$ cat src/rtl/pc_redirect_ctrl.sv
// Fetch-stage PC sequencer: chooses the next PC, holds redirects that arrive while fetch
// is stalled, and tracks in-flight fetches so responses from a squashed path are dropped.
module pc_redirect_ctrl #(
    parameter int unsigned     RegW       = 32,
    parameter logic [RegW-1:0] START_ADDR = RegW'(32'h1C000000),
    parameter int unsigned     MAX_OUTST  = 4,
    parameter int unsigned     CNT_W      = 3
) (
    input  logic            clk_i,
    input  logic            rst_n_i,
    input  logic [RegW-1:0] pc_i,
    input  logic            allow_nxt_pc_i,
    input  logic            excp_valid_i,
    input  logic [RegW-1:0] excp_pc_i,
    input  logic            flush_valid_i,
    input  logic [RegW-1:0] flush_pc_i,
    input  logic            pred_taken_i,
    input  logic [RegW-1:0] pred_target_i,
    input  logic            req_fire_i,
    input  logic            resp_valid_i,
    output logic            pc_we_o,
    output logic [RegW-1:0] pc_next_o,
    output logic            if_flush_o,
    output logic            req_ready_o,
    output logic            resp_ok_o,
    output logic            draining_o
);

    localparam logic [1:0]       RankExcp  = 2'd3;
    localparam logic [1:0]       RankFlush = 2'd2;
    localparam logic [CNT_W-1:0] MaxOutst  = CNT_W'(MAX_OUTST);

    logic             pend_valid_q, pend_valid_d;
    logic [RegW-1:0]  pend_pc_q, pend_pc_d;
    logic [1:0]       pend_rank_q, pend_rank_d;
    logic             pend_boot_q, pend_boot_d;
    logic [CNT_W-1:0] out_cnt_q, out_cnt_d;
    logic [CNT_W-1:0] disc_cnt_q, disc_cnt_d;

    logic             redir_now;
    logic [1:0]       new_rank;
    logic [RegW-1:0]  redir_pc;
    logic [RegW-3:0]  seq_hi;
    logic [RegW-1:0]  seq_pc;
    logic [RegW-1:0]  winner;

    assign redir_now = excp_valid_i | flush_valid_i;
    assign new_rank  = excp_valid_i ? RankExcp : RankFlush;
    assign redir_pc  = excp_valid_i ? excp_pc_i : flush_pc_i;
    // Increment above the byte offset only; the low two bits pass through unchanged.
    assign seq_hi    = pc_i[RegW-1:2] + (RegW-2)'(1);
    assign seq_pc    = {seq_hi, pc_i[1:0]};

    always_comb begin
        winner = seq_pc;
        if (excp_valid_i) begin
            winner = excp_pc_i;
        end else if (flush_valid_i) begin
            winner = flush_pc_i;
        end else if (pend_valid_q) begin
            winner = pend_pc_q;
        end else if (pred_taken_i) begin
            winner = pred_target_i;
        end
    end

    always_comb begin
        pend_valid_d = pend_valid_q;
        pend_pc_d    = pend_pc_q;
        pend_rank_d  = pend_rank_q;
        pend_boot_d  = pend_boot_q;
        if (allow_nxt_pc_i) begin
            pend_valid_d = 1'b0;
            pend_boot_d  = 1'b0;
        end else if (redir_now && (!pend_valid_q || new_rank >= pend_rank_q)) begin
            // A lower-ranked redirect never displaces a held higher-ranked one.
            pend_valid_d = 1'b1;
            pend_pc_d    = redir_pc;
            pend_rank_d  = new_rank;
            pend_boot_d  = 1'b0;
        end
    end

    always_comb begin
        out_cnt_d  = out_cnt_q + CNT_W'(req_fire_i) - CNT_W'(resp_valid_i);
        disc_cnt_d = disc_cnt_q;
        if (redir_now) begin
            // Everything still in flight after this cycle, including this cycle's request, is stale.
            disc_cnt_d = out_cnt_d;
        end else if (resp_valid_i && disc_cnt_q != '0) begin
            disc_cnt_d = disc_cnt_q - CNT_W'(1);
        end
    end

    always_ff @(posedge clk_i or negedge rst_n_i) begin
        if (!rst_n_i) begin
            pend_valid_q <= 1'b1;
            pend_pc_q    <= START_ADDR;
            pend_rank_q  <= RankExcp;
            pend_boot_q  <= 1'b1;
            out_cnt_q    <= '0;
            disc_cnt_q   <= '0;
        end else begin
            pend_valid_q <= pend_valid_d;
            pend_pc_q    <= pend_pc_d;
            pend_rank_q  <= pend_rank_d;
            pend_boot_q  <= pend_boot_d;
            out_cnt_q    <= out_cnt_d;
            disc_cnt_q   <= disc_cnt_d;
        end
    end

    // Outputs are forced quiet while reset is held, with the boot vector on pc_next_o.
    always_comb begin
        pc_we_o     = 1'b0;
        pc_next_o   = START_ADDR;
        if_flush_o  = 1'b0;
        req_ready_o = 1'b0;
        resp_ok_o   = 1'b0;
        draining_o  = 1'b0;
        if (rst_n_i) begin
            pc_we_o     = allow_nxt_pc_i;
            pc_next_o   = winner;
            if_flush_o  = redir_now | (pend_valid_q & ~pend_boot_q & allow_nxt_pc_i);
            req_ready_o = out_cnt_q < MaxOutst;
            resp_ok_o   = resp_valid_i & ~redir_now & (disc_cnt_q == '0);
            draining_o  = disc_cnt_q != '0;
        end
    end

endmodule

$ cat config.mk
export PLATFORM = sky130hd
export DESIGN_NAME = pc_redirect_ctrl
export DESIGN_NICKNAME = d
export VERILOG_FILES = /design/src/rtl/pc_redirect_ctrl.sv
export SDC_FILE = /design/constraint.sdc
export NUM_CORES = 1
export LEC_CHECK = 0
export BUFFER_PORTS_ARGS = -buffer_cell sky130_fd_sc_hd__clkbuf_2
export CORE_MARGIN = 5
export CORE_UTILIZATION = 41
export CTS_BUF_LIST = sky130_fd_sc_hd__clkbuf_2
export DETAILED_ROUTE_END_ITERATION = 8
export GPL_TIMING_DRIVEN = 1
export PLACE_DENSITY = 0.68
export SLEW_MARGIN = 20
export SYNTH_ARGS = -nofsm -noshare
export SYNTH_HDL_FRONTEND = slang
export SYNTH_SLANG_ARGS = --single-unit
export TNS_END_PERCENT = 5
$ cat constraint.sdc
create_clock -name clk_i -period 2.4 [get_ports clk_i]
set_input_delay 0.24 -clock clk_i [delete_from_list [all_inputs] [get_ports clk_i]]
set_output_delay 0.24 -clock clk_i [all_outputs]
set_load 0.02 [all_outputs]
Word level (Yosys, flattened, before mapping):

Index checks and enable logic that the tools add are counted.

* flip-flop bits (word level): 42
* bits in latches: 0
* RAM bits: 0
* ROM bits: 0
* bits of input ports: 136
* output and inout bits: 37
* word-level logic and storage cells: 48
* memories: 0

* add/subtract/negate cells: 4
* $mul: 0
* div/mod/pow operators: 0
* $lt $le $gt $ge: 2
* equal/unequal tests: 0
* shift-type cells: 0
* mux-type cells: 18
* bitwise operators: 9
* reductions and logical operators: 9

Operator list (number)
* 32-bit 2-to-1 mux: 6
* 30-bit by 1-bit adder with 30-bit output, second input constant: 1
* 1-bit 2-to-1 mux: 10
* 3-bit 2-to-1 mux: 2
* 1-bit bitwise AND: 4
* 2-bit nonzero test: 2
* 3-bit by 1-bit adder with 3-bit output: 1
* 3-bit zero test: 1
* 3-bit < comparator, second input constant: 1
* 1-bit NOT: 3
* 3-bit nonzero test: 1
* 3-bit by 1-bit subtractor with 3-bit output: 1
* 3-bit by 1-bit subtractor with 3-bit output, second input constant: 1
* 2-bit >= comparator: 1
* 1-bit logical AND: 2
* 1-bit bitwise OR: 2
* 2-bit AND reduction: 1
* 1-bit zero test: 1
* 1-bit logical OR: 1

Depth between registers and ports, before layout:

Gate-level depths: netlist of the first run.

* depth in word-level cells: 6
* mapped depth: 10

Worst setup path after synthesis of the first run:

Ideal clock, no wire load.

* kind: reg2out
* start: reg pend_valid_q
* end: out pc_next_o[6]
* arrival: 1.832 ns
* data required time: 2.160 ns
* path slack: 0.328 ns
* stages on the path, launching flop included: 7
* path buffers: 2
* cell sequence: dfstp_2 clkbuf_1 clkbuf_1 nor2_1 nand2_1 o211ai_1 o21ai_0

* word-level cells in the longest chain between the ends: 4

Ends and longest elaborated chain
* start, declared: line 33 `logic pend_valid_q, pend_valid_d;`
* start signal, assigned: line 104 `pend_valid_q <= pend_valid_d;`
* 32-bit 2-to-1 mux: line 60 `end else if (pend_valid_q) begin`
* 32-bit 2-to-1 mux: line 58 `end else if (flush_valid_i) begin`
* 32-bit 2-to-1 mux: line 56 `if (excp_valid_i) begin`
* 32-bit 2-to-1 mux: line 121 `if (rst_n_i) begin`
* end, declared: line 22 `output logic [RegW-1:0] pc_next_o,`

No other way between the ends.

Worst setup path after layout of the first run:

* start: reg pend_valid_q
* end: out pc_next_o[25]

Same word-level chain as after synthesis.

==> impl_metrics.toml, run 1 <==
[detailed_routing]
final_antenna_net_count = 0
vias = 4529
drcViolationCount = 0
viasPerCell = 5.75
drt_iter0_drc = 277
wl_per_cell_um = 17.9
wl_um = 14100
drt_pass1_iterations = 5

[place]
gp_congestion = 0.914
port_buffers = 172
dp_worst_setup_slack_ns = 0.219
post-dp-hpwl_um = 11000

[clock_network]
cts_buffers = 5
clock_path_buffers = 2
htree_levels = 2
cts_sinks = 41
cts.reportedPaths.clkPinSlew_ns = 0.23
clkLatencyLatePin_ns = 0.42
ctsRootBufferMaster = "clkbuf_2"
cts_tree = "yes"

[timing]
fin_worst_skew_ns = 0.0169
min_period_ns = 2.34
period_share_pct = 97.4
setup_viol = 0
hold_violations = 0
drv_slew = 0
max_freq_mhz = 428
worst_slew_pin_slew_ns = 0.546
rsz0062_at_grt = "true"
fin_ws_ns = 0.0635
slew_headroom_pct = 63.3

[final_layout]
n_antenna_cell = 0
final_util_pct = 54.8
drive_gt1_share_pct = 35.4
final_common_cell = "clkbuf_2"
fin_nets = 799
mostFrequentLayoutCells = "169 x clkbuf_2, 60 x nand2_1, 54 x o21ai_0"
area_growth_pct = 29.6

[setup_path]
crit_path_top_delay_cell = "dfstp_2"
cp-end-kind = "primary output"
setup.worst_path.start_class = "flop"
crit_path_cell_trace = "clkinvlp_4 -> buf_4 -> o211ai_1 -> o211a_1 -> clkbuf_2"
rrSetupSlack_ns = 0.54
worstPathRequired_ns = 2.16
critPathKind = "flop to primary output"
crit_arrival_ns = 2.10
cpPeakStageDelay_ns = 0.75
crit_fanout = 8

[synthesis]
synth_edf_count = 0
ys_ff_latch = 41
ys_seq_area_share_pct = 26.2
synth_nets = 628
avgSynthCellArea_um2 = 8.11
async_flop_share_pct = 100
syn_area_um2 = 3940
synth_cell_types = 55
synth_ff_type = "dfrtp_1"
syn_inst = 486
yosysWarningCount = 0

[global_route]
met3_usage_pct = 3.82
grt_max_degree = 45
grt_pass1_wl_um = 21900
grt_usage_pct = 23.4
antenna_found_initial = 0
top_usage_layer = "met2"
met2_usage_pct = 40.4
gr-usage-met1_pct = 30.4
grt_pass1_vias = 4481
grt_remaining_overflow = 0

[power]
vdd_drop_max_uv = 409
p_seq_share_pct = 40.2
comb_power_share_pct = 45.6
switching_share_pct = 40.8
p_int_w = 0.00135
p_switching_w = 0.000932
p_leak_nw = 2.46
power.density_nw_per_um2 = 447
clkPwrFrac_pct = 14.1

[floorplanning]
die_area_um2 = 11700
start_util_pct = 42.3
coreArea_um2 = 9330
num_io_pins = 173
die_height_um = 108
die_width_um = 108
rows = 35

[flow_run]
drv_cap = 0

[status]
status = "complete, no violations"

[hold_path]
holdCritPathClass = "input port to flop"
==> layout make-up <==
class | count | area (um2)
inverters | 19 | 75.1
clock buffers | 5 | 25.0
flip-flops and latches | 41 | 1030
clock inverters | 3 | 12.5
repair buffers | 203 | 1140
multi-input cells | 387 | 2660
well taps | 129 | 161
fillers | 910 | 4220
==> what timing repair did <==
action	4_1_cts	5_1_grt
setup endpoints to repair	0	17
setup buffers	0	4
gates resized for setup	0	29
hold buffers	2	0
hold endpoints to repair	26	0
==> stage by stage <==
step	std cells	area (um2)	hold WS [ns]	setup TNS, ns	total power, W
floorplan	486	3940	-0.0556	0	0.00156
global placement	773	4960	0.150	0	0.00191
detailed placement	773	4960	0.154	0	0.00194
CTS	783	5010	0.0661	0	0.00227
global route	787	5110	0.0770	-0.292	0.00246
finish	787	5110	0.0760	0	0.00228
==> kinds of logic after synthesis <==
logic type / count (synthesis) / share of synthesized area, %
AOI/OAI and AO/OA: 177 / 30.5
xor gates and xnor gates: 28 / 6.22
adders and majority gates: 6 / 2.09
buffers and inverters: 58 / 7.52
DFF: 41 / 26.2
muxes: 35 / 8.88
and+or+nand+nor: 141 / 18.6
==> worst paths after layout <==
kind | start | to | cells past startpoint
max reg2reg | out_cnt_q[0]$_DFF_PN0_ | disc_cnt_q[2]$_DFFE_PN0P_ | 10
max in group asynchronous | rst_n_i | pend_rank_q[0]$_DFFE_PN1P_ | 3
min reg2reg | pend_rank_q[0]$_DFFE_PN1P_ | pend_rank_q[0]$_DFFE_PN1P_ | 2
min in group asynchronous | rst_n_i | pend_pc_q[23]$_DFFE_PN0P_ | 2
max | pend_valid_q$_DFFE_PN1P_ | pc_next_o[25] | 5
min | req_fire_i | out_cnt_q[0]$_DFF_PN0_ | 2
==> power by group through the flow <==
| stage | combinational [W] | clock [W] | sequential [W] |
|---|---|---|---|
| 6_report | 0.00104 | 0.000323 | 0.000918 |
| 5_1_grt | 0.00117 | 0.000359 | 0.000934 |
| 4_1_cts | 0.00103 | 0.000332 | 0.000914 |
| 3_5_place_dp | 0.00102 | 0 | 0.000927 |
| 3_3_place_gp | 0.000993 | 0 | 0.000922 |
| 2_1_floorplan | 0.000658 | 0 | 0.000905 |
==> state kept, by name, indices dropped and copies added (netlist names) <==
| register | cells |
|---|---|
| out_cnt_q | 3 |
| pend_pc_q | 32 |
| pend_boot_q | 1 |
| pend_valid_q | 1 |
| disc_cnt_q | 3 |
| pend_rank_q | 1 |
==> cells in the mapped netlist (2+ instances only) <==
| master | n | area [um2] |
|---|---|---|
| nand2b_1 | 4 | 25.0 |
| nor4_4 | 2 | 42.5 |
| a221o_1 | 6 | 60.1 |
| a221oi_1 | 16 | 140 |
| a21o_1 | 8 | 60.1 |
| nand2_1 | 61 | 229 |
| dfrtp_1 | 35 | 876 |
| buf_2 | 6 | 30.0 |
| inv_1 | 18 | 67.6 |
| o21ai_0 | 60 | 300 |
| nor4_1 | 3 | 18.8 |
| mux2i_1 | 35 | 350 |
| nor3_1 | 9 | 45.0 |
| a22o_1 | 3 | 26.3 |
| xor2_1 | 20 | 175 |
| a21oi_1 | 23 | 115 |
| buf_6 | 5 | 56.3 |
| o211ai_1 | 7 | 52.6 |
| o221ai_1 | 18 | 158 |
| a31o_1 | 2 | 17.5 |
| nand3_1 | 15 | 75.1 |
| ha_1 | 5 | 62.6 |
| a21boi_0 | 7 | 52.6 |
| nor2_1 | 18 | 67.6 |
| a22oi_1 | 6 | 45.0 |
| nand4_1 | 9 | 56.3 |
| a31oi_1 | 8 | 50.1 |
| dfstp_2 | 6 | 158 |
| xnor2_1 | 8 | 70.1 |
| clkbuf_1 | 20 | 75.1 |
| clkbuf_8 | 3 | 41.3 |
| nor2b_1 | 4 | 25.0 |
| o211a_1 | 3 | 30.0 |
| o221ai_2 | 2 | 30.0 |
| and3_1 | 4 | 25.0 |
| nand4_4 | 2 | 42.5 |
| buf_1 | 4 | 15.0 |
| and2_1 | 4 | 25.0 |
==> worst max-delay path: cells and delay by family (launching register included) <==
kind / cells / cell delay, ns
DFF: 1 / 0.75
buffers and inverters: 3 / 0.57
AOI/OAI and AO/OA: 2 / 0.37
==> metal layers <==
layer | vias up | part of all wire (%)
met2 | 221 | 48
met1 | 2115 | 42
met4 | 0 | 1.6
met3 | 19 | 8.4
li1 | 2174 | -
met5 | - | 0
Note: power is estimated with default switching activity, not from simulation.
==> run 2: changes to the inputs <==
- REMOVE_ABC_BUFFERS: default -> 1
- clock period: 2.4 -> 3 ns (I/O delays scaled with it)
==> run 2 against run 1 <==
Compared with the run above: critical path depth up 2; cell count down 1.8%; critical endpoint unchanged; register-to-register slack better by 0.38 ns; highest routed layer unchanged; global-route usage up 0.36 points; hold slack better by 0.054 ns.
==> impl_metrics.toml, run 2 (same netlist as run 1, synthesis figures left out) <==
[floorplanning]
rows = 35
coreArea_um2 = 9330
start_util_pct = 42.3
die_area_um2 = 11700
die_width_um = 108
die_height_um = 108
num_io_pins = 173

[hold_path]
hold_path_end = "out_cnt_q[0]$_DFF_PN0_"
worstHoldPathCells = 2
holdCritPathClass = "input port to flop"
min_from = "req_fire_i"

[global_route]
grt_remaining_overflow = 0
grt_pass1_wl_um = 22300
grt_pass1_vias = 4585
grt_max_degree = 82
grt_usage_pct = 23.8
antenna_found_initial = 0

[setup_path]
r2r.worst_path.cells = 5
crit_path_top_delay_cell = "dfstp_2"
critPathKind = "flop to primary output"
crit_arrival_ns = 2.44
crit_start = "pend_valid_q$_DFFE_PN1P_"
reg2reg_to = "pend_pc_q[11]$_DFFE_PN0P_"
r2r-start = "pend_valid_q$_DFFE_PN1P_"
crit_fanout = 17
worstPathRequired_ns = 2.70
setup.worst_path.start_class = "flop"
cpPeakStageDelay_ns = 0.82
worstPathBufferInverterCount = 2
cpLargestDelayFamily = "flip-flops"
rrSetupSlack_ns = 0.92
crit_path_cell_trace = "nor2b_1 -> buf_4 -> a221oi_1 -> a21oi_1 -> o21ai_0 -> o211a_1 -> clkbuf_2"
cp-end-kind = "primary output"

[detailed_routing]
final_antenna_net_count = 0
drt_pass1_iterations = 6
vias = 4446
viasPerCell = 5.75
wl_um = 14200
drcViolationCount = 0
wl_per_cell_um = 18.3
drt_iter0_drc = 242

[final_layout]
fin_nets = 785
largest_reg_flops = 32
area_growth_pct = 25.5
final_common_cell = "clkbuf_2"
regMostFlops = "pend_pc_q"
top_regs = "pend_pc_q (32), disc_cnt_q (3), out_cnt_q (3)"
n_antenna_cell = 0
mostFrequentLayoutCells = "175 x clkbuf_2, 61 x nand2_1, 60 x o21ai_0"
drive_gt1_share_pct = 32.8

[power]
p_leak_nw = 2.38
power.density_nw_per_um2 = 371
vdd_drop_max_uv = 189

[clock_network]
clock_path_buffers = 2
cts_buffers = 5
htree_levels = 2
cts_tree = "yes"
cts_setup_buffers = 0
cts_sinks = 41
ctsRootBufferMaster = "clkbuf_2"
cts.reportedPaths.clkPinSlew_ns = 0.27
clkLatencyLatePin_ns = 0.43

[timing]
min_period_ns = 2.74
fin_worst_skew_ns = 0.0138
period_share_pct = 91.2
fin_ws_ns = 0.265
slew_headroom_pct = 51.8
max_freq_mhz = 366
worst_slew_pin_slew_ns = 0.720
drv_slew = 0
hold_violations = 0
setup_viol = 0
timing.hold.ws_ns = 0.130
timing.setup.tns_ns = 0
rsz0062_at_grt = "false"

[place]
dp_worst_setup_slack_ns = 0.503
gp_congestion = 0.878
port_buffers = 172
post-dp-hpwl_um = 10600

[status]
status = "complete, no violations"

[flow_run]
drv_cap = 0
-- run 2: changes by cell type in the layout (fill, tap and decap cells not counted), moves of 3 or more --
cell,change
clkbuf_2,+6
a221oi_1,+3
o21ai_0,+6
o21ai_1,-6
buf_4,-18
a221oi_2,-3
-- run 2: layer usage --
metal | GRT usage [%] | wire [um]
met3 | 4.72 | 1130
met2 | 41.7 | 6860
met1 | 30.0 | 5950
met4 | 5.86 | 225
met5 | 0 | 0
-- run 2: final cells by class --
cell class,count,area (um2)
Fill cell,919,4380
Timing Repair Buffer,189,1020
Clock inverter,3,25.0
Inverter,19,71.3
Multi-Input combinational cell,387,2610
Tap cell,129,161
Clock buffer,5,25.0
Sequential cell,41,1030
-- run 2: per-stage QoR --
| step | utilization [%] | total power, W | cells | cell area [um2] |
|---|---|---|---|---|
| after floorplan | - | 0.00120 | 447 | 3720 |
| after global placement | 52.3 | 0.00153 | 763 | 4880 |
| after detailed placement | 52.3 | 0.00156 | 763 | 4880 |
| after CTS | 53.1 | 0.00185 | 773 | 4950 |
| after global routing | 53.1 | 0.00198 | 773 | 4950 |
| final | 53.1 | 0.00184 | 773 | 4950 |
-- run 2: timing repair --
| action | CTS | global route |
|---|---|---|
| endpoints found under the hold margin | 36 | 0 |
| gates resized for setup | 0 | 0 |
| hold buffers | 2 | 0 |
-- run 2: worst reg2reg max path, cell delays in order, from the launching register on --
cell and delay [ns]:
dfstp_2 0.82, nand2_1 0.09, a21oi_1 0.17, or2_2 0.50
buf_12 0.27, o21ai_0 0.13
-- run 2: how the worst max path moves through the flow --
stage / end / slack, ns / cells past startpoint
finish: pc_next_o[25] / 0.26 / 7
global route: pc_next_o[16] / 0.03 / 7
global placement: pc_next_o[18] / 0.54 / 8
detailed placement: pc_next_o[28] / 0.50 / 8
CTS: pc_next_o[25] / 0.27 / 7
floorplan: pc_next_o[20] / 0.86 / 4
-- run 2: power breakdown --
part	total, W	internal, W	leakage (nW)	switching [W]
sequential	0.000736	0.000669	0.489	0.0000666
clock	0.000288	0.0000638	0.0300	0.000224
combinational	0.000813	0.000340	1.86	0.000473
==> run 3: changes to the inputs <==
- ABC_AREA: default -> 1
- PLACE_DENSITY: 0.68 -> 0.67
==> run 3 against run 2 <==
Compared with the run above: register-to-register slack got worse by 0.29 ns; clock power about the same; design area is 3.9% higher; via count is 16% higher; global-route usage increased by 0.43 points; non-clock buffer count fell by 8; fmax rose by 4.6%; first-iteration DRC count rose by 2.1%; sequential share of layout area decreased by 0.70 points; cell count rose by 32%; sequential power increased by 0.5%; critical endpoint is now pc_next_o[1]; largest cell class unchanged.
==> impl_metrics.toml, run 3 <==
[floorplanning]
die_height_um = 110
die_area_um2 = 12200
coreArea_um2 = 9820
rows = 36
start_util_pct = 42.0
num_io_pins = 173
die_width_um = 110

[hold_path]
hold_path_end = "pend_valid_q$_DFFE_PN1P_"
min_from = "allow_nxt_pc_i"
worstHoldPathCells = 2
holdCritPathClass = "input port to flop"

[final_layout]
regMostFlops = "pend_pc_q"
final_common_cell = "nand2_1"
fillers = 1143
largest_reg_flops = 32
top_regs = "pend_pc_q (32), disc_cnt_q (3), out_cnt_q (3)"
fin_nets = 1026
area_growth_pct = 24.5
final_util_pct = 52.4
drive_gt1_share_pct = 24.1
mostFrequentLayoutCells = "331 x nand2_1, 177 x clkbuf_2, 84 x nor2_1"
layout.cells.non_filler = 1019

[place]
post-dp-hpwl_um = 11600
dp_cells = 1009
gp_congestion = 0.913
port_buffers = 172

[synthesis]
synth_cell_types = 41
syn_inst = 732
yosysWarningCount = 0
ys_seq_area_share_pct = 25.0
syn_area_um2 = 4130
synth_area_leaders = "nand2_1 30%, dfrtp_1 21%, nor2_1 7.6%, a21oi_1 6.8%, o21ai_0 6.1%"
ys_ff_latch = 41
synth_ff_type = "dfrtp_1"
synth_edf_count = 0
avgSynthCellArea_um2 = 5.64
synth.most_common_cell = "nand2_1"
synthTopCellsByCount = "331 x nand2_1, 84 x nor2_1, 56 x a21oi_1"
synth_area_leader_cell = "nand2_1"
yosys.area.top_type_share_pct = 30.1
async_flop_share_pct = 100

[timing]
min_period_ns = 2.61
drv_slew = 0
worst_slew_pin_slew_ns = 0.861
fin_worst_skew_ns = 0.0247
period_share_pct = 87.2
timing.setup.tns_ns = 0
setup_viol = 0
hold_violations = 0
rsz0062_at_grt = "false"
max_freq_mhz = 382
timing.hold.ws_ns = 0.0437
slew_headroom_pct = 42.5

[setup_path]
critPathKind = "flop to primary output"
r2r.worst_path.cells = 6
reg2reg_to = "pend_pc_q[23]$_DFFE_PN0P_"
crit_fanout = 32
r2r-start = "pend_valid_q$_DFFE_PN1P_"
worstPathRequired_ns = 2.70
setup.worst_path.start_class = "flop"
crit_arrival_ns = 2.31
cp-end-kind = "primary output"
rrSetupSlack_ns = 0.63

[global_route]
grt_max_degree = 37
grt_usage_pct = 24.2
grt_pass1_vias = 4990
grt_pass1_wl_um = 23300
grt_remaining_overflow = 0
antenna_found_initial = 1

[clock_network]
cts_tree = "yes"
clock_path_buffers = 2
cts_setup_buffers = 0
cts.reportedPaths.clkPinSlew_ns = 0.27
ctsRootBufferMaster = "clkbuf_2"
cts_sinks = 41
clkLatencyLatePin_ns = 0.43
htree_levels = 2
cts_buffers = 5

[detailed_routing]
drt_pass1_iterations = 6
wl_per_cell_um = 14.5
viasPerCell = 5.07
wl_um = 14800
drcViolationCount = 0
final_antenna_net_count = 0
drt_iter0_drc = 247
vias = 5169

[power]
power.density_nw_per_um2 = 356
vdd_drop_max_uv = 376
p_leak_nw = 2.86

[flow_run]
drv_cap = 0

[status]
status = "complete, no violations"
[run 3: cell types whose count changed after synthesis, sizes merged, moves of 18 or more]
| cell | before | now |
|---|---|---|
| nand2 | 61 | 334 |
| nor2 | 18 | 93 |
| mux2i | 35 | 1 |
| a21oi | 23 | 56 |
| inv | 18 | 48 |
| o221ai | 20 | 2 |
[run 3: final cells by class]
cell class / instances / area (um2) / share of cell area, %
multi-input cells: 606 / 2760 / 53.6
flip-flops and latches: 41 / 1040 / 20.2
repair buffers: 181 / 943 / 18.3
inverters: 49 / 186 / 3.63
well taps: 133 / 166 / 3.24
clock buffers: 5 / 25.0 / 0.487
clock inverters: 3 / 25.0 / 0.487
diodes: 1 / 2.50 / 0.0487
[run 3: cells by family (layout without fill, tap and decap cells)]
kind of cell               Yosys count  in the layout  synth area share (%)
muxes                                1              1                 0.242
buffers and inverters               85            238                  8.21
adders and majority gates            6              6                  2.00
and+or+nand+nor                    459            459                  44.9
other                                0              1                     0
AOI/OAI and AO/OA                  130            130                  17.5
DFF                                 41             41                  25.0
xor gates and xnor gates            10             10                  2.12
[run 3: worst max-delay path: stages, from the launching register on]
cell	delay, ns
dfstp_4	0.89
inv_1	0.29
nand2_1	0.17
a21oi_1	0.05
a311oi_1	0.25
nor2_1	0.07
clkbuf_2	0.16
[run 3: report_power, final]
group	switching, W	internal, W	total, W
registers	0.0000674	0.000672	0.000740
clock network	0.000226	0.0000621	0.000288
logic	0.000491	0.000315	0.000805
[run 3: per-stage QoR]
stage	area [um2]	setup slack (ns)	total power, W
after global placement	5080	0.659	0.00153
after global routing	5140	0.211	0.00198
after CTS	5140	0.167	0.00185
final	5140	0.385	0.00183
after floorplan	3980	0.922	0.00124
after detailed placement	5080	0.573	0.00156
[run 3: how the worst max path moves through the flow]
stage                                         from                       end  slack [ns]  depth (start not counted)
after detailed placement             flush_valid_i  pend_pc_q[1]$_DFFE_PN0P_        0.57                          8
after global placement               flush_valid_i  pend_pc_q[1]$_DFFE_PN0P_        0.66                          8
after global routing      pend_valid_q$_DFFE_PN1P_              pc_next_o[0]        0.21                          6
after floorplan           pend_valid_q$_DFFE_PN1P_              pc_next_o[1]        0.92                          5
final                     pend_valid_q$_DFFE_PN1P_              pc_next_o[1]        0.39                          6
after CTS                 pend_valid_q$_DFFE_PN1P_              pc_next_o[1]        0.17                          6
[run 3: what timing repair did]
action | CTS | global route
setup endpoints to repair | 0 | 2
hold buffers | 1 | 0
hold endpoints to repair | 6 | 0
resized for setup | 0 | 1
[run 3: per-layer routing]
layer	vias up	routed length (um)	part of all wire, %	GRT usage, %
met2	159	7220	49	42.1
li1	2629	-	-	-
met3	21	860	5.8	3.49
met4	0	283	1.9	7.74
met1	2360	6440	43	30.9
met5	-	0	0	0
